==> config.mk <==
export PLATFORM = sky130hd
export DESIGN_NAME = keypad_scan
export DESIGN_NICKNAME = d
export VERILOG_FILES = /design/src/rtl/keypad_scan.sv
export SDC_FILE = /design/constraint.sdc
export NUM_CORES = 1
export LEC_CHECK = 0
export BUFFER_PORTS_ARGS = -buffer_cell sky130_fd_sc_hd__buf_4
export CORE_MARGIN = 3
export CORE_UTILIZATION = 45
export DETAILED_ROUTE_END_ITERATION = 16
export PLACE_DENSITY_LB_ADDON = 0.15
export SYNTH_ARGS = -nofsm -noshare
export SYNTH_HDL_FRONTEND = slang
export SYNTH_SLANG_ARGS = --single-unit
==> constraint.sdc <==
create_clock -name clk -period 3.55 [get_ports clk]
set_input_delay 0.5325 -clock clk [delete_from_list [all_inputs] [get_ports clk]]
set_output_delay 0.5325 -clock clk [all_outputs]
set_load 0.03 [all_outputs]
==> src/rtl/keypad_scan.sv <==
`default_nettype none
// ============================================================================
// Module   : keypad_scan
// Purpose  : 4x4 active-low key matrix scanner. Drives one column low at a
//            time, samples the synchronised rows, debounces whole scans and
//            decodes the result into a key code with press/release events.
// Options  : KEYPAD_AUTOREPEAT_EN - when defined, key_valid re-pulses while a
//            key is held (REPEAT_DELAY scans, then every REPEAT_RATE scans).
// Revision : 1.0 - initial release
// ============================================================================
module keypad_scan #(
    parameter int SCAN_DIV     = 100000,
    parameter int DEB_SCANS    = 4,
    parameter int REPEAT_DELAY = 32,
    parameter int REPEAT_RATE  = 8
) (
    input  logic       clk,
    input  logic       rst,
    input  logic [3:0] row,
    output logic [3:0] col,
    output logic [3:0] key,
    output logic       key_valid,
    output logic       key_down,
    output logic       key_release
);

    localparam int c_PRE_W = (SCAN_DIV > 1) ? $clog2(SCAN_DIV) : 1;
    localparam int c_DEB_W = $clog2(DEB_SCANS + 1);

    // Scan result kinds; NONE and MULTI carry a zero code so that a plain
    // equality compare of {kind, code} is a correct "same result" test.
    localparam logic [1:0] c_RES_NONE   = 2'd0;
    localparam logic [1:0] c_RES_SINGLE = 2'd1;
    localparam logic [1:0] c_RES_MULTI  = 2'd2;

    localparam logic [0:0] c_ST_IDLE    = 1'b0;
    localparam logic [0:0] c_ST_PRESSED = 1'b1;

    logic [3:0]         r_row_meta;
    logic [3:0]         r_row_sync;
    logic [c_PRE_W-1:0] r_presc;
    logic [1:0]         r_col_idx;
    logic [3:0]         r_col;
    logic [1:0]         r_acc_hits;
    logic [3:0]         r_acc_code;
    logic               r_acc_multi;
    logic [5:0]         r_cand;
    logic [c_DEB_W-1:0] r_stable_cnt;
    logic [0:0]         r_state;
    logic [3:0]         r_key;
    logic               r_key_valid;
    logic               r_key_down;
    logic               r_key_release;

    logic               w_tick;
    logic               w_scan_end;
    logic [3:0]         w_row_low;
    logic [2:0]         w_low_cnt;
    logic [1:0]         w_row_idx;
    logic               w_col_one;
    logic               w_col_multi;
    logic [1:0]         w_hits_nxt;
    logic [3:0]         w_code_nxt;
    logic               w_multi_nxt;
    logic [5:0]         w_result;
    logic               w_same;
    logic               w_stable;

`ifdef KEYPAD_AUTOREPEAT_EN
    localparam int c_REP_MAX = (REPEAT_DELAY > REPEAT_RATE) ? REPEAT_DELAY : REPEAT_RATE;
    localparam int c_REP_W   = $clog2(c_REP_MAX + 1);

    logic [c_REP_W-1:0] r_rep_cnt;
    logic               r_rep_first;
    logic [c_REP_W-1:0] w_rep_nxt;
    logic [c_REP_W-1:0] w_rep_target;

    assign w_rep_nxt    = r_rep_cnt + c_REP_W'(1);
    assign w_rep_target = r_rep_first ? c_REP_W'(REPEAT_DELAY) : c_REP_W'(REPEAT_RATE);
`else
    logic w_unused_rep;
    assign w_unused_rep = ^{REPEAT_DELAY[0], REPEAT_RATE[0]};
`endif

    assign w_tick     = (r_presc == c_PRE_W'(SCAN_DIV - 1));
    assign w_scan_end = w_tick && (r_col_idx == 2'd3);

    // Two-flop synchroniser for the asynchronous row inputs (idle = all high)
    always_ff @(posedge clk) begin
        if (rst) begin
            r_row_meta <= 4'hF;
            r_row_sync <= 4'hF;
        end else begin
            r_row_meta <= row;
            r_row_sync <= r_row_meta;
        end
    end

    // Scan prescaler and one-cold column rotation
    always_ff @(posedge clk) begin
        if (rst) begin
            r_presc   <= '0;
            r_col_idx <= 2'd0;
            r_col     <= 4'b1110;
        end else if (w_tick) begin
            r_presc   <= '0;
            r_col_idx <= r_col_idx + 2'd1;
            r_col     <= {r_col[2:0], r_col[3]};
        end else begin
            r_presc   <= r_presc + c_PRE_W'(1);
        end
    end

    // Count the low rows of the current column and remember which one it was
    always_comb begin
        w_row_low = ~r_row_sync;
        w_low_cnt = 3'd0;
        w_row_idx = 2'd0;
        for (int i = 3; i >= 0; i--) begin
            if (w_row_low[i]) begin
                w_low_cnt = w_low_cnt + 3'd1;
                w_row_idx = 2'(i);
            end
        end
    end

    // Fold the current column into the scan accumulators and classify the scan
    always_comb begin
        w_col_one   = (w_low_cnt == 3'd1);
        w_col_multi = (w_low_cnt >= 3'd2);
        w_hits_nxt  = r_acc_hits;
        w_code_nxt  = r_acc_code;
        if (w_col_one) begin
            w_code_nxt = {w_row_idx, r_col_idx};
            if (r_acc_hits != 2'd2) begin
                w_hits_nxt = r_acc_hits + 2'd1;
            end
        end
        w_multi_nxt = r_acc_multi | w_col_multi;
        if (w_multi_nxt || (w_hits_nxt == 2'd2)) begin
            w_result = {c_RES_MULTI, 4'd0};
        end else if (w_hits_nxt == 2'd1) begin
            w_result = {c_RES_SINGLE, w_code_nxt};
        end else begin
            w_result = {c_RES_NONE, 4'd0};
        end
    end

    // A result is stable on the scan where its run length first hits DEB_SCANS
    always_comb begin
        w_same   = (w_result == r_cand);
        w_stable = w_same ? (r_stable_cnt == c_DEB_W'(DEB_SCANS - 1)) : (DEB_SCANS == 1);
    end

    // Per-scan hit accumulators, cleared when the scan result is formed
    always_ff @(posedge clk) begin
        if (rst) begin
            r_acc_hits  <= 2'd0;
            r_acc_code  <= 4'd0;
            r_acc_multi <= 1'b0;
        end else if (w_scan_end) begin
            r_acc_hits  <= 2'd0;
            r_acc_code  <= 4'd0;
            r_acc_multi <= 1'b0;
        end else if (w_tick) begin
            r_acc_hits  <= w_hits_nxt;
            r_acc_code  <= w_code_nxt;
            r_acc_multi <= w_multi_nxt;
        end
    end

    // Debounce candidate and saturating run-length counter
    always_ff @(posedge clk) begin
        if (rst) begin
            r_cand       <= {c_RES_NONE, 4'd0};
            r_stable_cnt <= '0;
        end else if (w_scan_end) begin
            if (w_same) begin
                if (r_stable_cnt != c_DEB_W'(DEB_SCANS)) begin
                    r_stable_cnt <= r_stable_cnt + c_DEB_W'(1);
                end
            end else begin
                r_cand       <= w_result;
                r_stable_cnt <= c_DEB_W'(1);
            end
        end
    end

    // Press/release state machine with registered key outputs
    always_ff @(posedge clk) begin
        if (rst) begin
            r_state       <= c_ST_IDLE;
            r_key         <= 4'd0;
            r_key_valid   <= 1'b0;
            r_key_down    <= 1'b0;
            r_key_release <= 1'b0;
`ifdef KEYPAD_AUTOREPEAT_EN
            r_rep_cnt     <= '0;
            r_rep_first   <= 1'b1;
`endif
        end else begin
            r_key_valid   <= 1'b0;
            r_key_release <= 1'b0;
            if (w_scan_end) begin
                case (r_state)
                    c_ST_IDLE: begin
                        if (w_stable && (w_result[5:4] == c_RES_SINGLE)) begin
                            r_state     <= c_ST_PRESSED;
                            r_key       <= w_result[3:0];
                            r_key_down  <= 1'b1;
                            r_key_valid <= 1'b1;
`ifdef KEYPAD_AUTOREPEAT_EN
                            r_rep_cnt   <= '0;
                            r_rep_first <= 1'b1;
`endif
                        end
                    end
                    c_ST_PRESSED: begin
                        // Only a stable empty scan releases; other keys are ignored
                        if (w_stable && (w_result[5:4] == c_RES_NONE)) begin
                            r_state       <= c_ST_IDLE;
                            r_key_down    <= 1'b0;
                            r_key_release <= 1'b1;
`ifdef KEYPAD_AUTOREPEAT_EN
                            r_rep_cnt     <= '0;
                            r_rep_first   <= 1'b1;
`endif
                        end
`ifdef KEYPAD_AUTOREPEAT_EN
                        else if (w_rep_nxt == w_rep_target) begin
                            r_key_valid <= 1'b1;
                            r_rep_cnt   <= '0;
                            r_rep_first <= 1'b0;
                        end else begin
                            r_rep_cnt   <= w_rep_nxt;
                        end
`endif
                    end
                    default: begin
                        r_state <= c_ST_IDLE;
                    end
                endcase
            end
        end
    end

    assign col         = r_col;
    assign key         = r_key;
    assign key_valid   = r_key_valid;
    assign key_down    = r_key_down;
    assign key_release = r_key_release;

endmodule
`default_nettype wire

# After elaboration in Yosys (flattened, before gate mapping)
# Index checks and enable logic that the tools add are counted.
# word_totals
romBits,0
reg_bits,55
elab_cells,77
inputBits,6
ram_bits,0
latch_bits,0
n_memories,0
# classes
reduce_logical,13
eq_ne,13
n_div,0
multipliers,0
addsub,7
muxes,23
magnitude_cmp,1
shifts,0
n_bitwise,5
# ops
cell,n
$add A17 B1 Y17 const B,1
$eq A17 B17 Y1 const B,1
$mux W3,5
$add A3 B1 Y3 const B,4
$mux W2,6
$mux W1,7
$eq A6 B6 Y1,1
$mux W6,1
$reduce_and A3 Y1,2
$reduce_or A3 Y1,2
$mux W5,1
$add A2 B1 Y2 const B,2
$eq A2 B1 Y1 const B,2
$eq A2 B2 Y1 const B,2
$mux W4,1
$ne A2 B1 Y1 const B,2
$ne A2 B2 Y1 const B,2
$not A4 Y4,1
$pmux W1 S2,2
$reduce_and A2 Y1,2
$reduce_or A2 Y1,2
$eq A3 B1 Y1 const B,1
$eq A3 B2 Y1 const B,1
$ge A3 B2 Y1 const B,1
other kinds (6),10

# Depth between registers and ports, before layout
# Gate-level depths: netlist (run 1).
# logic_depth
ltp_word,18
depth_mapped,13

# Worst setup path after synthesis (run 1)
# Ideal clock, no wire load.
# synth_timing
path_type,reg2reg
start,register r_row_sync[2]
end,register r_cand[4]
synth_period_minus_slack_ps,3081
required_time_ps,3429
setup_time_ps,121
stages_incl_launch_ff,12
arrival_ps,2960
path_slack_ps,469
cell_sequence,dfxtp_1 > inv_1 > ha_1 > buf_6 > or2_0 > mux4_2 > o21ai_0 > a21oi_1 > o211ai_1 > a22oi_4 > a21oi_2 > mux2_4
# synth_between
elab_chain_cells,14
word_cells_on_any_way,22
# synth_rtl
element,line_no,text
from (decl),40,logic [3:0] r_row_sync;
from (signal assigned),95,r_row_sync <= r_row_meta;
$not A4 Y4 *,116,w_row_low = ~r_row_sync;
$mux W3,120,if (w_row_low[i]) begin
$add A3 B1 Y3,121,w_low_cnt = w_low_cnt + 3'd1;
$mux W3,120,
$add A3 B1 Y3,121,
$mux W3,120,
$eq A3 B1 Y1,129,w_col_one = (w_low_cnt == 3'd1);
$mux W2,133,if (w_col_one) begin
$eq A2 B1 Y1 / $eq A2 B2 Y1 (equally long branches),"142, 140",
$mux W5 / $logic_or A1 B1 Y1 (equally long branches),"142, 140",
$mux W6 *,140,if (w_multi_nxt || (w_hits_nxt == 2'd2)) begin
$eq A6 B6 Y1,151,w_same = (w_result == r_cand);
$not A1 Y1 (no source line),--,
$reduce_and A2 Y1 (no source line),--,
to (signal assigned),175,"r_cand <= {c_RES_NONE, 4'd0};"
to (signal assigned),183,r_cand <= w_result;
to (decl),47,logic [5:0] r_cand;
# Every way passes the cells marked *; elsewhere a longest branch is shown, timed or not.
# A chain may end at the register's enable or synchronous reset.

# Worst setup path in the final report (run 1)
# layout_timing
start,register r_row_sync[2]
end,register r_cand[5]
# The elaborated chain is that of the path after synthesis.

==> results of run 1 <==
==> stage by stage <==
step                worst slack (ns)   util  hold WS, ns
CTS                            0.215  0.505        0.400
floorplan                      0.469      -        0.389
finish                         0.246  0.508        0.411
global route                0.000905  0.508        0.398
detailed placement             0.242  0.494        0.392
global placement               0.265  0.494        0.392
==> how the worst max path moves through the flow <==
stage / endpoint / cells past startpoint / slack, ns / startpoint
after CTS: key_release$_SDFF_PP0_ / 11 / 0.21 / r_row_sync[2]$_SDFF_PP1_
after detailed placement: key_release$_SDFF_PP0_ / 11 / 0.24 / r_row_sync[2]$_SDFF_PP1_
after floorplan: r_cand[4]$_SDFFE_PP0P_ / 11 / 0.47 / r_row_sync[2]$_SDFF_PP1_
final: r_cand[5]$_SDFFE_PP0P_ / 10 / 0.25 / r_row_sync[2]$_SDFF_PP1_
after global placement: key_release$_SDFF_PP0_ / 11 / 0.26 / r_row_sync[2]$_SDFF_PP1_
after global routing: key_release$_SDFF_PP0_ / 11 / 0.0009 / r_row_sync[2]$_SDFF_PP1_
==> report_power, final <==
group          internal [mW]  switching [mW]  leakage (nW)
clock                  0.132           0.186        0.0371
combinational         0.0446          0.0726         0.733
sequential             0.623         0.00601         0.446
total                  0.800           0.265          1.22
==> flip-flops by register name (all words and copies together), names as in the netlist, 2 cells and up <==
| name | flops |
|---|---|
| r_row_meta | 4 |
| r_cand | 6 |
| r_stable_cnt | 3 |
| col | 4 |
| r_col_idx | 2 |
| r_acc_code | 4 |
| key | 4 |
| r_acc_hits | 2 |
| r_row_sync | 4 |
| r_presc | 17 |
==> final cells by class <==
type | instances | area, sq um
Clock buffer | 6 | 72.6
Fill cell | 616 | 3140
Inverter | 20 | 75.1
Multi-Input combinational cell | 258 | 1750
Sequential cell | 55 | 1100
Tap cell | 77 | 96.3
Timing Repair Buffer | 20 | 150
==> per-layer routing <==
metal | up-vias | wire (um) | GRT usage
li1 | 1223 | - | -
met1 | 1079 | 2800 | 0.223
met2 | 24 | 2660 | 0.270
met3 | 9 | 134 | 0.0322
met4 | 0 | 94 | 0.0586
met5 | - | 0 | 0
==> cells in the mapped netlist (all sizes together) (2+ instances only) <==
cell    number
a211o        3
a21oi       16
a22oi        4
a31o         4
a31oi        2
and2         4
and3        12
and4         2
buf          6
clkbuf       9
dfxtp       55
ha          11
inv         20
mux2         3
mux2i        6
mux4         2
nand2       26
nand2b      12
nand3       14
nand3b       2
nand4        6
nand4b       3
nor2        44
nor2b        9
nor3         5
nor4         4
nor4b        3
o211ai       3
o21ai       14
or2         11
or3          3
or4          2
xnor2        4
xor2        13
==> critical path, delay by kind of cell (launching register included) <==
| family | cells | cell delay, ns |
|---|---|---|
| AO/OA/AOI/OAI | 5 | 1.12 |
| flip-flops | 1 | 0.39 |
| buffers and inverters | 1 | 0.08 |
| multiplexers | 2 | 0.92 |
| AND/OR/NAND/NOR | 1 | 0.27 |
| adder cells (fa/ha/maj) | 1 | 0.43 |
==> kinds of logic after synthesis <==
group | count (synthesis) | share of synthesized area
simple gates | 164 | 0.299
compound gates | 55 | 0.133
flops | 55 | 0.368
buf+inv | 35 | 0.0553
xor+xnor | 17 | 0.0498
mux | 11 | 0.0490
fa+ha+maj | 11 | 0.0460
==> timing repair <==
item / in CTS / in global routing
gates resized for setup: 0 / 5
setup buffers: 0 / 0
hold buffers: 0 / 0
setup endpoints to repair: 0 / 13
==> results.py, run 1 <==
metrics = {
    "status": {
        "status": "finished clean",
    },
    "setup_path": {
        "crit_fanout": 12,
        "crit_slowest_cell": "mux4_2",
        "r2r_cells": 10,
        "endpoint_kind": "flip-flop",
        "required_ns": 3.75,
        "cp_cell_sequence": "inv_1 > ha_1 > or2_0 > mux4_2 > o21ai_0 > a21oi_1 > o21ai_1 > a22oi_4 > a21oi_2 > mux2_4",
        "path_class": "reg -> reg",
        "arrival_ns": 3.51,
        "r2r_slack_ns": 0.25,
        "slowest_delay_ns": 0.59,
        "r2r_end": "r_cand[5]$_SDFFE_PP0P_",
        "startpoint_type": "flip-flop",
        "worstReg2RegStart": "r_row_sync[2]$_SDFF_PP1_",
    },
    "synth": {
        "synth_top_area_frac": 0.368,
        "avgSynthCellArea_sq_um": 8.59,
        "synth-seq-area-share": 0.368,
        "synth_seq_cells": 55,
        "synth-main-ff-cell": "dfxtp_1",
        "synthArstFlopShare": 0,
        "synthesis.nets": 365,
        "synth.top_cells.by_area": "dfxtp_1 37%, nor2_1 5.5%, ha_1 4.6%",
        "yosysTopAreaCell": "dfxtp_1",
        "synth_enable_flop_cells": 0,
        "synth_cell_types": 58,
        "yosysWarnings": 0,
        "synthesis.area_sq_mm": 0.00299,
        "syn_inst": 348,
    },
    "sta": {
        "rsz0062_at_grt": "no",
        "relSlewSlack": 0.653,
        "setup_tns_ns": 0,
        "finalSetupViolCount": 0,
        "tightest_slew_ns": 0.514,
        "drv_slew": 0,
        "period_share": 0.931,
        "max_freq_mhz": 303,
        "finalClockSkew_ns": 0.00752,
        "final_hold_viol_count": 0,
        "fin_crit_ns": 3.30,
    },
    "clock_network": {
        "h-tree-depth": 2,
        "numCtsBuffers": 5,
        "clk_latency_ns": 0.30,
        "cts_tree": "built",
        "clkSinkCount": 55,
        "clockBufferDepth": 2,
        "cts_root_buffer": "clkbuf_8",
        "cts.clk_slew.worst_paths_ns": 0.09,
    },
    "pwr": {
        "p_leak_nw": 1.22,
        "vdd_ir_drop_max_mv": 0.173,
        "power_density_mw_per_mm2": 328,
        "finalPower_mw": 1.07,
    },
    "floorplan": {
        "die_w_um": 87.5,
        "fp-row-count": 29,
        "core_area_sq_mm": 0.00639,
        "io_pins": 17,
        "initial_utilization": 0.468,
        "die_area_sq_mm": 0.00766,
        "dieHeight_um": 87.5,
    },
    "routing": {
        "drt_iter0_markers": 115,
        "route.antenna.remaining_nets": 0,
        "via_per_inst": 5.36,
        "drc": 0,
        "dr.pass1.iters": 4,
        "wl_per_cell_um": 13.0,
        "routed_wl_um": 5690,
        "vias": 2335,
    },
    "place": {
        "dp_cells": 430,
        "routabilityCongestion": 0.835,
        "place_area_sq_mm": 0.00315,
        "portBuffers": 16,
        "dpl.hpwl_um": 4120,
    },
    "cells_and_area": {
        "final_common_cell": "dfxtp_1",
        "nNetsFinal": 377,
        "fin_cells": 436,
        "area_growth_pct": 8.54,
        "final_cell_mix": "55 x dfxtp_1, 43 x nor2_1, 25 x nand2_1",
        "drive_above_1_share": 0.162,
        "final_area_sq_mm": 0.00324,
        "antenna_cells": 0,
    },
    "run": {
        "drv_cap": 0,
    },
    "worst_hold_path": {
        "whs_endpoint": "r_row_sync[3]$_SDFF_PP1_",
        "hp-class": "reg -> reg",
        "hp-start": "r_row_meta[3]$_SDFF_PP1_",
        "min_path_cells": 1,
    },
    "grt": {
        "grt_pass1_vias": 2291,
        "grt_pass1_wl_um": 10400,
        "grt_max_degree": 48,
        "overflow": 0,
        "antenna_found_initial": 0,
        "grt_usage": 0.167,
    },
}
Power figures use the tool's default switching activity.
==> run 2: changes to the inputs <==
Settings changed: CELL_PAD_IN_SITES_DETAIL_PLACEMENT set to 0, CELL_PAD_IN_SITES_GLOBAL_PLACEMENT set to 2, CORE_UTILIZATION 45 to 37.
==> run 2 against run 1 <==
  * Sequential cell count unchanged
  * Utilization down 7.7 points
  * Critical path depth up 1
  * Fmax up 2.4%
  * Largest power group unchanged
  * Highest routed layer unchanged
==> results.py, run 2 (synthesis gave the netlist of run 1 again) <==
metrics = {
    "status": {
        "status": "finished clean",
    },
    "place": {
        "dpl.hpwl_um": 4490,
        "portBuffers": 16,
        "routabilityCongestion": 0.822,
    },
    "clock_network": {
        "cts_root_buffer": "clkbuf_8",
        "cts.clk_slew.worst_paths_ns": 0.11,
        "cts_tree": "built",
        "post_cts_buffers": 0,
        "clockBufferDepth": 2,
        "ctsHoldBuffers": 0,
        "clkSinkCount": 55,
        "clk_latency_ns": 0.31,
        "h-tree-depth": 2,
        "numCtsBuffers": 5,
    },
    "cells_and_area": {
        "final_cell_mix": "55 x dfxtp_1, 43 x nor2_1, 25 x nand2_1",
        "drive_above_1_share": 0.171,
        "final_common_cell": "dfxtp_1",
        "antenna_cells": 0,
        "nNetsFinal": 378,
        "largest_reg_flops": 17,
        "largest-register": "r_presc",
        "top_regs": "r_presc: 17 flops, r_cand: 6 flops",
        "area_growth_pct": 11.9,
    },
    "grt": {
        "grt_usage": 0.145,
        "use_met1": 0.201,
        "grt-busiest-layer": "met2",
        "met3_usage": 0.0235,
        "grt_pass1_vias": 2222,
        "overflow": 0,
        "grt_use_met2": 0.230,
        "antenna_found_initial": 0,
        "grt_pass1_wl_um": 10600,
        "grt_max_degree": 48,
    },
    "routing": {
        "dr.pass1.iters": 4,
        "via_per_inst": 5.10,
        "drt_iter0_markers": 119,
        "vias": 2368,
        "wl_per_cell_um": 13.6,
        "routed_wl_um": 6310,
        "route.antenna.remaining_nets": 0,
        "drc": 0,
    },
    "sta": {
        "relSlewSlack": 0.646,
        "max_freq_mhz": 310,
        "drv_slew": 0,
        "period_share": 0.909,
        "tightest_slew_ns": 0.525,
        "finalClockSkew_ns": 0.0115,
        "fin_crit_ns": 3.23,
        "setup_tns_ns": 0,
        "rsz0062_at_grt": "no",
        "finalSetupViolCount": 0,
        "final_hold_viol_count": 0,
    },
    "floorplan": {
        "dieHeight_um": 95.9,
        "die_w_um": 95.9,
        "io_pins": 17,
        "fp-row-count": 32,
        "core_area_sq_mm": 0.00777,
        "die_area_sq_mm": 0.00919,
        "initial_utilization": 0.385,
    },
    "setup_path": {
        "startpoint_type": "flip-flop",
        "required_ns": 3.74,
        "endpoint_kind": "flip-flop",
        "path_class": "reg -> reg",
        "arrival_ns": 3.42,
        "crit_fanout": 16,
    },
    "worst_hold_path": {
        "hp-class": "in -> reg",
    },
    "pwr": {
        "power_density_mw_per_mm2": 371,
        "vdd_ir_drop_max_mv": 0.159,
        "finalPower_mw": 1.24,
        "p_leak_nw": 1.24,
    },
    "run": {
        "drv_cap": 0,
    },
}
-- run 2: metrics by stage --
stage | utilization | std cells | setup WS [ns] | cell area (sq um) | hold slack, ns
detailed placement | 0.411 | 456 | 0.0859 | 3190 | 0.394
CTS | 0.428 | 464 | 0.0686 | 3330 | 0.394
floorplan | - | 348 | 0.469 | 2990 | 0.389
finish | 0.431 | 464 | 0.324 | 3340 | 0.406
global route | 0.431 | 464 | 0.0862 | 3340 | 0.400
global placement | 0.411 | 456 | 0.138 | 3190 | 0.393
-- run 2: routing by layer --
metal	vias up	wire, um
li1	1230	-
met4	0	76
met3	5	158
met2	32	2890
met1	1101	3190
met5	-	0
-- run 2: what timing repair did --
item | CTS | global route
hold endpoints to repair | 0 | 0
resized for setup | 0 | 4
setup endpoints to repair | 0 | 14
-- run 2: power by group --
group	switching (mW)	leakage [nW]	internal, mW
Sequential	0.00587	0.446	0.624
Clock	0.210	0.0644	0.281
Combinational	0.0752	0.734	0.0449
-- run 2: cell type report --
| cell class | instances | area, sq um |
|---|---|---|
| clock buffers | 5 | 68.8 |
| clock inverters | 3 | 67.6 |
| fillers | 810 | 4420 |
| inverters | 20 | 75.1 |
| multi-input cells | 258 | 1750 |
| flip-flops and latches | 55 | 1100 |
| well taps | 102 | 128 |
| repair buffers | 21 | 158 |
-- run 2: final timing paths --
check                           startpoint  slack, ns  cells after the start                  endpoint
setup / recovery  r_row_sync[2]$_SDFF_PP1_       0.32                     11      r_state$_SDFFE_PP0P_
hold / removal                      row[2]       0.41                      2  r_row_meta[2]$_SDFF_PP1_
setup reg to reg  r_row_sync[2]$_SDFF_PP1_       0.32                     11      r_state$_SDFFE_PP0P_
hold reg to reg   r_row_meta[2]$_SDFF_PP1_       0.42                      1  r_row_sync[2]$_SDFF_PP1_
-- run 2: critical path, stage by stage, from the launching register on --
cell	delay (ns)
dfxtp_1	0.39
inv_1	0.08
ha_2	0.37
or4_4	0.51
and3_1	0.32
o2111ai_2	0.21
a311oi_2	0.12
or3b_1	0.42
a22oi_4	0.15
buf_4	0.26
and4_1	0.22
nor3_1	0.05
==> run 3: changes to the inputs <==
Settings changed: ABC_AREA set to 1, CAP_MARGIN set to 10, CORE_UTILIZATION 37 to 34.
==> run 3 against run 2 <==
  * Final area is 4.7% lower
  * Non-clock buffer count shrank 1
  * Critical path type unchanged
  * Total power decreased by 4.7%
  * Synthesized area down 5.1%
  * Largest power group unchanged
  * Combinational power is 9% lower
  * Clock power is 9.6% lower
  * Global-route usage shrank 1.6 points
  * Sequential power about the same
  * Worst setup slack improved by 0.0049 ns
  * Hold slack worse by 0.015 ns
==> results.py, run 3 <==
metrics = {
    "synth": {
        "synth_seq_cells": 55,
        "syn_inst": 402,
        "avgSynthCellArea_sq_um": 7.05,
        "synth.most_common_cell": "nand2_1",
        "yosysWarnings": 0,
        "synthArstFlopShare": 0,
        "synth_enable_flop_cells": 0,
        "synth_cell_types": 34,
        "synth_top_area_frac": 0.388,
        "synthesis.area_sq_mm": 0.00284,
        "synthesis.nets": 419,
        "synth.top_cells.by_area": "dfxtp_1 39%, nand2_1 11%, inv_1 8.5%",
        "synthTopCellsByCount": "86 x nand2_1, 64 x inv_1, 55 x dfxtp_1",
        "synth-seq-area-share": 0.388,
        "synth-main-ff-cell": "dfxtp_1",
        "yosysTopAreaCell": "dfxtp_1",
    },
    "clock_network": {
        "cts_resized": 0,
        "clockBufferDepth": 2,
        "cts_tree": "built",
        "cts.clk_slew.worst_paths_ns": 0.11,
        "clkSinkCount": 55,
        "numCtsBuffers": 5,
        "post_cts_buffers": 0,
        "h-tree-depth": 2,
        "clk_latency_ns": 0.32,
        "cts_root_buffer": "clkbuf_8",
        "ctsHoldBuffers": 0,
    },
    "pwr": {
        "vdd_ir_drop_max_mv": 0.172,
        "netSwitchingFraction": 0.259,
        "power.switching_mw": 0.306,
        "combPwrFrac": 0.093,
        "p_leak_nw": 1.39,
        "p_seq_frac": 0.532,
        "p_clk_frac": 0.376,
        "internal_power_mw": 0.876,
        "power_density_mw_per_mm2": 371,
    },
    "place": {
        "dpl.hpwl_um": 4490,
        "routabilityCongestion": 0.788,
        "portBuffers": 16,
    },
    "run": {
        "drv_cap": 0,
    },
    "cells_and_area": {
        "nNetsFinal": 436,
        "final_core_util": 0.402,
        "antenna_cells": 0,
        "top_regs": "r_presc: 17 flops, r_cand: 6 flops",
        "largest-register": "r_presc",
        "largest_reg_flops": 17,
        "final_common_cell": "nand2_1",
        "area_growth_pct": 12.4,
        "final_cell_mix": "86 x nand2_1, 64 x inv_1, 55 x dfxtp_1",
        "drive_above_1_share": 0.148,
    },
    "routing": {
        "vias": 2371,
        "via_per_inst": 4.54,
        "dr.pass1.iters": 4,
        "routed_wl_um": 5840,
        "route.antenna.remaining_nets": 0,
        "wl_per_cell_um": 11.2,
        "drt_iter0_markers": 80,
        "drc": 0,
    },
    "grt": {
        "grt_pass1_wl_um": 10200,
        "antenna_found_initial": 0,
        "grt_pass1_vias": 2197,
        "grt_usage": 0.128,
        "grt_max_degree": 26,
        "overflow": 0,
    },
    "setup_path": {
        "cp_cell_sequence": "inv_1 > ha_1 > inv_1 > nand2_1 > nand2_2 > xor2_2 > nand3_2 > nand2_1 > nand2_1 > nor2_8 > nand3_2 > nand2_1 > nand3_1 > nor2_4 > inv_2 > nor2_4 > nand2_1 > nand2_1 > nand2_1",
        "worstReg2RegStart": "r_row_sync[2]$_SDFF_PP1_",
        "cp.depth": 19,
        "slowest_delay_ns": 0.40,
        "r2r_cells": 19,
        "endpoint_kind": "flip-flop",
        "crit_fanout": 11,
        "required_ns": 3.77,
        "cp_common_cell": "nand2_1",
        "arrival_ns": 3.44,
        "r2r_slack_ns": 0.33,
        "crit_start": "r_row_sync[2]$_SDFF_PP1_",
        "startpoint_type": "flip-flop",
        "critPathBufInv": 3,
        "crit_slowest_cell": "dfxtp_1",
        "path_class": "reg -> reg",
        "critPathTopFamily": "simple AND/OR/NAND/NOR gates",
    },
    "floorplan": {
        "die_w_um": 97.3,
        "die_area_sq_mm": 0.00947,
        "fp-row-count": 32,
        "initial_utilization": 0.358,
        "dieHeight_um": 97.3,
        "core_area_sq_mm": 0.00793,
        "io_pins": 17,
    },
    "sta": {
        "relSlewSlack": 0.600,
        "finalClockSkew_ns": 0.0112,
        "period_share": 0.907,
        "fin_crit_ns": 3.22,
        "setup_tns_ns": 0,
        "drv_slew": 0,
        "rsz0062_at_grt": "yes",
        "finalSetupViolCount": 0,
        "max_freq_mhz": 310,
        "final_hold_viol_count": 0,
        "tightest_slew_ns": 0.595,
    },
    "worst_hold_path": {
        "hp-class": "in -> reg",
        "hp-start": "row[3]",
        "min_path_cells": 2,
    },
    "status": {
        "status": "finished clean",
    },
}
run 3: cell families (layout without fill, tap and decap cells):
| kind of cell | after synthesis | count (layout) | share of synthesized area |
|---|---|---|---|
| buffers and inverters | 78 | 96 | 0.109 |
| XOR/XNOR | 3 | 3 | 0.0119 |
| flip-flops | 55 | 55 | 0.388 |
| AND/OR/NAND/NOR | 213 | 213 | 0.359 |
| adder cells (fa/ha/maj) | 11 | 11 | 0.0485 |
| AO/OA/AOI/OAI | 42 | 42 | 0.0834 |
run 3: final timing paths:
| check | end |
|---|---|
| setup reg to reg | r_state$_SDFFE_PP0P_ |
| hold reg to reg | r_row_sync[0]$_SDFF_PP1_ |
| hold / removal | r_row_meta[3]$_SDFF_PP1_ |
| setup / recovery | r_state$_SDFFE_PP0P_ |
run 3: metal layers:
layer | global-route usage | share of wire
met1 | 0.162 | 0.47
met2 | 0.222 | 0.49
met3 | 0.0273 | 0.029
met4 | 0.0319 | 0.0092
met5 | 0 | 0
run 3: power by group through the flow:
| stage | Combinational, mW | Sequential (mW) | Clock, mW |
|---|---|---|---|
| detailed placement | 0.108 | 0.643 | 0 |
| global route | 0.124 | 0.630 | 0.484 |
| global placement | 0.108 | 0.643 | 0 |
| floorplan | 0.0924 | 0.642 | 0 |
| finish | 0.109 | 0.628 | 0.444 |
| CTS | 0.109 | 0.629 | 0.462 |
run 3: cell type report:
class | instances | area [sq um]
sequential | 55 | 1100
tap | 102 | 128
inverter | 68 | 255
timing repair buffer | 20 | 150
multi-input combinational | 269 | 1440
fill | 862 | 4740
clock inverter | 3 | 50.0
clock buffer | 5 | 68.8
run 3: metrics by stage:
| step | hold slack [ns] | worst slack, ns | total power [mW] | std cells | instance area, sq um |
|---|---|---|---|---|---|
| after floorplan | 0.389 | 0.880 | 0.734 | 402 | 2840 |
| after global placement | 0.394 | 0.320 | 0.751 | 514 | 3060 |
| after detailed placement | 0.393 | 0.256 | 0.751 | 514 | 3060 |
| after CTS | 0.383 | 0.217 | 1.20 | 522 | 3180 |
| after global routing | 0.380 | -0.0184 | 1.24 | 522 | 3190 |
| final | 0.391 | 0.329 | 1.18 | 522 | 3190 |
